--- src/rtl/uart_tx_serializer.sv ---
// UART transmit serializer: takes a parallel word over valid/ready and shifts it
// onto tx_out as start bit, LSB-first data, optional parity bit and stop bit(s).
// Bit timing is derived from a shared 16x baud strobe, 16 ticks per bit.
module uart_tx_serializer #(
  parameter int unsigned DATA_BITS  = 8,
  parameter int unsigned PARITY_EN  = 0,
  parameter int unsigned PARITY_ODD = 0,
  parameter int unsigned STOP_BITS  = 1
) (
  input  logic                 clk,
  input  logic                 rst,
  input  logic                 tick_16x,
  input  logic [DATA_BITS-1:0] tx_data,
  input  logic                 tx_valid,
  output logic                 tx_ready,
  output logic                 tx_out,
  output logic                 tx_busy,
  output logic                 tx_done
);

  localparam int unsigned IDX_W = (DATA_BITS > 1) ? $clog2(DATA_BITS) : 1;
  localparam logic [IDX_W-1:0] LAST_IDX  = IDX_W'(DATA_BITS - 1);
  localparam logic             LAST_STOP = 1'(STOP_BITS - 1);

  typedef enum logic [2:0] {
    IDLE,
    START,
    DATA,
    PARITY,
    STOP
  } state_t;

  state_t               state;
  logic [3:0]           tick_cnt;
  logic [DATA_BITS-1:0] shreg;
  logic [IDX_W-1:0]     bit_idx;
  logic                 parity_bit;
  logic                 stop_cnt;

  assign tx_ready = (state == IDLE);
  assign tx_busy  = ~tx_ready;

  // Frame sequencer: handshake capture, tick counting, bit advance and line drive.
  always_ff @(posedge clk) begin
    if (rst) begin
      state      <= IDLE;
      tx_out     <= 1'b1;
      tx_done    <= 1'b0;
      tick_cnt   <= '0;
      shreg      <= '0;
      bit_idx    <= '0;
      parity_bit <= 1'b0;
      stop_cnt   <= 1'b0;
    end else begin
      tx_done <= 1'b0;
      if (state == IDLE) begin
        if (tx_valid) begin
          // Parity is taken from the word as accepted, since shreg is consumed
          // as the data bits go out.
          shreg      <= tx_data;
          parity_bit <= (PARITY_ODD != 0) ? ~^tx_data : ^tx_data;
          state      <= START;
          tx_out     <= 1'b0;
          tick_cnt   <= '0;
          bit_idx    <= '0;
          stop_cnt   <= 1'b0;
        end
      end else if (tick_16x) begin
        tick_cnt <= tick_cnt + 4'd1;
        if (tick_cnt == 4'd15) begin
          case (state)
            START: begin
              state   <= DATA;
              tx_out  <= shreg[0];
              shreg   <= shreg >> 1;
              bit_idx <= '0;
            end
            DATA: begin
              if (bit_idx == LAST_IDX) begin
                if (PARITY_EN != 0) begin
                  state  <= PARITY;
                  tx_out <= parity_bit;
                end else begin
                  state    <= STOP;
                  tx_out   <= 1'b1;
                  stop_cnt <= 1'b0;
                end
              end else begin
                tx_out  <= shreg[0];
                shreg   <= shreg >> 1;
                bit_idx <= bit_idx + IDX_W'(1);
              end
            end
            PARITY: begin
              state    <= STOP;
              tx_out   <= 1'b1;
              stop_cnt <= 1'b0;
            end
            STOP: begin
              if (stop_cnt == LAST_STOP) begin
                state   <= IDLE;
                tx_done <= 1'b1;
              end else begin
                stop_cnt <= stop_cnt + 1'b1;
              end
            end
            default: begin
              state  <= IDLE;
              tx_out <= 1'b1;
            end
          endcase
        end
      end
    end
  end

endmodule

--- config.mk ---
export PLATFORM = sky130hd
export DESIGN_NAME = uart_tx_serializer
export DESIGN_NICKNAME = d
export VERILOG_FILES = /design/src/rtl/uart_tx_serializer.sv
export SDC_FILE = /design/constraint.sdc
export NUM_CORES = 1
export LEC_CHECK = 0
export BUFFER_PORTS_ARGS = -buffer_cell sky130_fd_sc_hd__buf_4
export CORE_ASPECT_RATIO = 1.4
export CORE_MARGIN = 2
export CORE_UTILIZATION = 35
export CTS_CLUSTER_DIAMETER = 30
export DETAILED_ROUTE_END_ITERATION = 10
export PLACE_DENSITY_LB_ADDON = 0.15
export SYNTH_ARGS = -nofsm -noshare
export SYNTH_HDL_FRONTEND = slang
export SYNTH_SLANG_ARGS = --single-unit
export TNS_END_PERCENT = 10
--- constraint.sdc ---
create_clock -name clk -period 2.8 [get_ports clk]
set_input_delay 0.56 -clock clk [delete_from_list [all_inputs] [get_ports clk]]
set_output_delay 0.56 -clock clk [all_outputs]
set_load 0.005 [all_outputs]
==> flow_metrics.tcl, run 1 <==
set metrics [dict create \
    status "finished clean" \
    worst_pin_slew_ns 0.587 \
    ys.warnings.count 0 \
    min_to "shreg[2]$_SDFFE_PP0P_" \
    hold_buffers 0 \
    syn_to_final_growth_pct 16.6 \
    drtIter0Drc 28 \
    cts_root_buffer "clkbuf_8" \
    cts_max_level 1 \
    pwr_density_cell_nw_per_um2 498 \
    syn-instance-count 114 \
    die_h_um 69.2 \
    yosysTopAreaCell "dfxtp_1" \
    holdPathStages 2 \
    final_cell_mix "dfxtp_1 (20), buf_4 (17), nor2_1 (9)" \
    avgSynthCellArea_um2 9.32 \
    via_count 885 \
    cts_buffers 3 \
    drive_gt1_frac 0.270 \
    fmax_mhz 437 \
    placed_area_um2 1180 \
    ys_seq_area_frac 0.377 \
    period_share 0.818 \
    layout_setup_ws_ns 0.510 \
    cts_tree "done" \
    min_period_ns 2.29 \
    seq_area_um2 400 \
    hold_path_startpoint "shreg[2]$_SDFFE_PP0P_" \
    n_antenna_cell 0 \
    crit_required_ns 2.24 \
    rsz0062_at_grt "false" \
    die_area_um2 3500 \
    fin_tns_setup_ns 0 \
    ys_top_cells_by_area "dfxtp_1 (38%), a221oi_2 (8.5%), a211oi_2 (7.1%)" \
    start_util 0.369 \
    io_pins 16 \
    slew_headroom 0.603 \
    p_total_mw 0.616 \
    timing.rr.end "shreg[4]$_SDFFE_PP0P_" \
    reg2reg_depth 6 \
    die_w_um 50.6 \
    synth_nets 129 \
    design_area_um2 1240 \
    grt_usage 0.139 \
    p_leak_nw 0.447 \
    final_nets 142 \
    hold_class "flip-flop to flip-flop" \
    setup_violations 0 \
    grt_pass1_wl_um 3780 \
    clock_path_buffers 2 \
    dpl_worst_slack_ns 0.674 \
    cts_resized 0 \
    arrival_ns 1.73 \
    clkLatencyLatePin_ns 0.26 \
    layout_commonest_cell "dfxtp_1" \
    core.rowCount 23 \
    criticalPathCategory "flip-flop to primary output" \
    first_pass_iters 4 \
    drt_wl_total_um 2130 \
    antenna_found_initial 0 \
    grt_overflow 0 \
    synth_async_sr_flop_share 0 \
    ant_nets 0 \
    critPathLaunchType "flip-flop" \
    place.gp.congestion 0.669 \
    postCtsSetupBuffers 0 \
    critPathMaxFanout 14 \
    peakVddDrop_uv 276 \
    reg2reg_slack_ns 0.68 \
    ys_types 32 \
    fill_cells 304 \
    cts_sinks 20 \
    slew_violations 0 \
    end_kind "primary output" \
    portBuffers 15 \
    synth-edff-count 0 \
    synthFlopType "dfxtp_1" \
    synthesis.area_um2 1060 \
    yosysTopAreaCellShare 0.377 \
    core_um2 2880 \
    hold_viol_final 0 \
    path_clk_slew_ns 0.08 \
    routed_via_density 5.43 \
    drc 0 \
    multi_input_comb_area_um2 579 \
    grt_pass1_vias 843 \
    grt_max_degree 23 \
    hpwl_um 1490 \
    finClkSkew_ns 0.00536 \
    r2r-start "bit_idx[0]$_SDFFE_PP0P_" \
    ys_ff_latch 20 \
    wl_per_cell_um 13.1 \
    cap_violations 0 \
]
## critical path, cell delays in order, from the launching register on
cell     delay, ns
dfxtp_1       0.39
or3_1         0.58
inv_2         0.33
buf_4         0.17
## report_power, final
group          total [mW]  internal [mW]  switching (mW)
sequential          0.305          0.297         0.00782
clock               0.222          0.125          0.0965
combinational      0.0894         0.0414          0.0480
total               0.616          0.464           0.152
## metal layers
layer | GRT usage | up-vias | share of wire
li1 | - | 442 | -
met1 | 0.176 | 418 | 0.45
met2 | 0.224 | 20 | 0.49
met3 | 0.0216 | 5 | 0.039
met4 | 0.0721 | 0 | 0.023
met5 | 0 | - | 0
## kinds of logic (layout without fill, tap and decap cells)
family | count (synthesis) | in the layout | synth area share
flops | 20 | 20 | 0.377
compound gates | 34 | 34 | 0.282
buf+inv | 17 | 29 | 0.0777
mux | 1 | 1 | 0.00942
simple gates | 39 | 39 | 0.219
fa+ha+maj | 3 | 3 | 0.0353
## how the worst max path moves through the flow
stage	start	endpoint	slack (ns)	cells after the start
floorplan	bit_idx[0]$_SDFFE_PP0P_	shreg[1]$_SDFFE_PP0P_	0.83	7
global placement	bit_idx[0]$_SDFFE_PP0P_	shreg[4]$_SDFFE_PP0P_	0.69	6
detailed placement	bit_idx[0]$_SDFFE_PP0P_	shreg[5]$_SDFFE_PP0P_	0.67	6
CTS	state[0]$_SDFFE_PP0P_	tx_ready	0.51	3
global route	state[0]$_SDFFE_PP0P_	tx_ready	0.40	3
finish	state[0]$_SDFFE_PP0P_	tx_ready	0.51	3
## registers in the layout (all words and copies together) (netlist names)
register and flops:
shreg 8, state 3, bit_idx 3, tx_out 1
tick_cnt 4, tx_done 1
## per-stage QoR
stage / util / std cells / hold WS [ns]
after floorplan: - / 114 / 0.437
after global placement: 0.411 / 159 / 0.448
after detailed placement: 0.411 / 159 / 0.453
after CTS: 0.430 / 163 / 0.465
after global routing: 0.430 / 163 / 0.488
final: 0.430 / 163 / 0.460
## final cells by class
class,count,area share
multi-input cells,77,0.468
flip-flops and latches,20,0.323
repair buffers,17,0.103
clock buffers,4,0.0444
well taps,37,0.0374
inverters,8,0.0242
## cell usage after synthesis (2+ instances only)
master	instances
nand2b_1	3
a221oi_2	6
inv_1	7
o21ai_1	4
buf_6	2
buf_2	3
nand4b_1	5
a21oi_1	8
ha_1	3
nor4b_1	2
nand4_1	2
clkbuf_1	4
nor2_1	9
dfxtp_1	20
a211oi_1	2
and2_1	7
nand2_1	4
a211oi_2	6
or3_1	2
o21ai_0	3
(Power assumes the default switching activity.)
==> inputs of run 2 (changes only) <==
--- a/config.mk
+++ b/config.mk
@@ -5,6 +5,7 @@
 export SDC_FILE = /design/constraint.sdc
 export NUM_CORES = 1
 export LEC_CHECK = 0
+export ABC_AREA = 1
 export BUFFER_PORTS_ARGS = -buffer_cell sky130_fd_sc_hd__buf_4
 export CORE_ASPECT_RATIO = 1.4
 export CORE_MARGIN = 2
==> constraint.sdc (replaced) <==
create_clock -name clk -period 2.23 [get_ports clk]
set_input_delay 0.446 -clock clk [delete_from_list [all_inputs] [get_ports clk]]
set_output_delay 0.446 -clock clk [all_outputs]
set_load 0.005 [all_outputs]
==> run 2 against run 1 <==
Compared with the run above:
- via count is 21% higher
- global-route usage is 0.27 points higher
- routed wire length is 14% higher
- design area is 5.8% higher
- first-iteration DRC count is 25% higher
- final cell count is 35% higher
- synthesized cell count is 47% higher
- die area is 8.1% higher
- clock skew is 0.0043 ns lower
- hold slack worse by 0.056 ns
- highest routed layer unchanged
==> flow_metrics.tcl, run 2 <==
set metrics [dict create \
    top_regs "shreg (8), tick_cnt (4)" \
    crit_required_ns 1.78 \
    clock_path_buffers 2 \
    place.gp.congestion 0.848 \
    synth_nets 183 \
    first_pass_iters 4 \
    via_count 1070 \
    synthFlopType "dfxtp_1" \
    avgSynthCellArea_um2 6.87 \
    end_kind "primary output" \
    path_clk_slew_ns 0.07 \
    slew_headroom 0.681 \
    die_h_um 72.0 \
    cts_buffers 3 \
    cts_tree "done" \
    largest_register_ffs 8 \
    grt_pass1_vias 935 \
    io_pins 16 \
    critPathLaunchType "flip-flop" \
    slew_violations 0 \
    dp.cells 216 \
    reg2reg_slack_ns 0.63 \
    drtIter0Drc 35 \
    grt_pass1_wl_um 4060 \
    fin_tns_setup_ns 0 \
    postCtsSetupBuffers 0 \
    synthesis.area_um2 1150 \
    ant_nets 0 \
    path_cells "inv_2 > nand2_2 > inv_1 > buf_4" \
    clkLatencyLatePin_ns 0.26 \
    syn-instance-count 168 \
    grt_max_degree 25 \
    arrival_ns 1.32 \
    min_period_ns 1.76 \
    yosysTopAreaCell "dfxtp_1" \
    ys_types 25 \
    drt_wl_total_um 2420 \
    hpwl_um 1770 \
    hold_buffers 0 \
    rsz0062_at_grt "false" \
    grt_usage 0.142 \
    hold_viol_final 0 \
    p_leak_nw 0.619 \
    core_um2 3120 \
    drive_gt1_frac 0.171 \
    cts_resized 0 \
    routed_via_density 4.86 \
    layout_setup_ws_ns 0.467 \
    final_cells 220 \
    ys_top_cells_by_count "nand2_1 (46), dfxtp_1 (20), nand3_1 (20), nor2_1 (20), inv_1 (17)" \
    status "finished clean" \
    synth_most_common_cell "nand2_1" \
    start_util 0.370 \
    cap_violations 0 \
    die_area_um2 3780 \
    setup_violations 0 \
    syn_to_final_growth_pct 13.4 \
    cp_slowest_cell "dfxtp_1" \
    die_w_um 52.5 \
    fill_cells 326 \
    portBuffers 15 \
    cts_max_level 1 \
    cts_sinks 20 \
    core.rowCount 24 \
    criticalPathCategory "flip-flop to primary output" \
    n_antenna_cell 0 \
    cts_root_buffer "clkbuf_8" \
    pwr_density_cell_nw_per_um2 768 \
    critPathMaxFanout 13 \
    yosysTopAreaCellShare 0.347 \
    final_nets 197 \
    ys_ff_latch 20 \
    design_area_um2 1310 \
    fmax_mhz 567 \
    peakVddDrop_uv 426 \
    top_register "shreg" \
    finClkSkew_ns 0.00103 \
    worst_pin_slew_ns 0.478 \
    synth_async_sr_flop_share 0 \
    dpl_worst_slack_ns 0.638 \
    ys_seq_area_frac 0.347 \
    period_share 0.790 \
    drc 0 \
    ys_top_cells_by_area "dfxtp_1 (35%), nand2_1 (15%), nand3_1 (8.7%)" \
    placed_area_um2 1250 \
    synth-edff-count 0 \
    antenna_found_initial 0 \
    timing.hold.ws_ns 0.404 \
    ys.warnings.count 0 \
    grt_overflow 0 \
    max_stage_delay_ns 0.41 \
    wl_per_cell_um 11.0 \
    layout_commonest_cell "nand2_1" \
    final_cell_mix "nand2_1 (46), nand3_1 (20), nor2_1 (20), dfxtp_1 (20)" \
    hold_class "primary input to flip-flop" \
]
[run 2: cell count changes in the layout (fill, tap and decap cells not counted), sizes merged, moves of 8 or more]
cell / delta
nand2: +44
inv: +10
a21oi: +8
nand3: +23
a211oi: -8
nor2: +13
[run 2: routing by layer]
layer / track usage / share of wire / vias up
li1: - / - / 561
met1: 0.168 / 0.42 / 472
met2: 0.243 / 0.51 / 32
met3: 0.0226 / 0.053 / 5
met4: 0.0684 / 0.020 / 0
met5: 0 / 0 / -
[run 2: metrics by stage]
stage / util / power, mW
floorplan: - / 0.680
global placement: 0.402 / 0.732
detailed placement: 0.402 / 0.739
CTS: 0.419 / 1.02
global route: 0.419 / 1.07
finish: 0.419 / 1.01
[run 2: final timing paths]
| kind | from | end | cells past startpoint |
|---|---|---|---|
| max | state[2]$_SDFFE_PP0P_ | tx_ready | 4 |
| min | rst | state[2]$_SDFFE_PP0P_ | 2 |
| max reg2reg | bit_idx[0]$_SDFFE_PP0P_ | shreg[2]$_SDFFE_PP0P_ | 9 |
| min reg2reg | tick_cnt[3]$_SDFFE_PP0P_ | tick_cnt[3]$_SDFFE_PP0P_ | 2 |
[run 2: cell type report]
type,instances,area [um2],share of cell area
Timing Repair Buffer,17,128,0.0974
Multi-Input combinational cell,122,611,0.466
Tap cell,39,48.8,0.0372
Sequential cell,20,400,0.306
Inverter,18,67.6,0.0516
Clock buffer,4,55.1,0.0420
[run 2: cells by family after synthesis]
logic type / after synthesis / share of synthesized area
and+or+nand+nor: 96 / 0.385
buffers and inverters: 26 / 0.125
AOI/OAI and AO/OA: 22 / 0.104
DFF: 20 / 0.347
adders and majority gates: 3 / 0.0325
xor gates and xnor gates: 1 / 0.00759
[run 2: critical path: cells and delay by family (launching register included)]
kind                   cells  cell delay [ns]
buffers and inverters      3             0.38
flip-flops                 1             0.41
AND/OR/NAND/NOR            1             0.26
[run 2: power by group]
part | leakage, nW | switching, mW | internal (mW)
Combinational | 0.426 | 0.182 | 0.118
Clock | 0.0288 | 0.119 | 0.157
Sequential | 0.164 | 0.0297 | 0.400
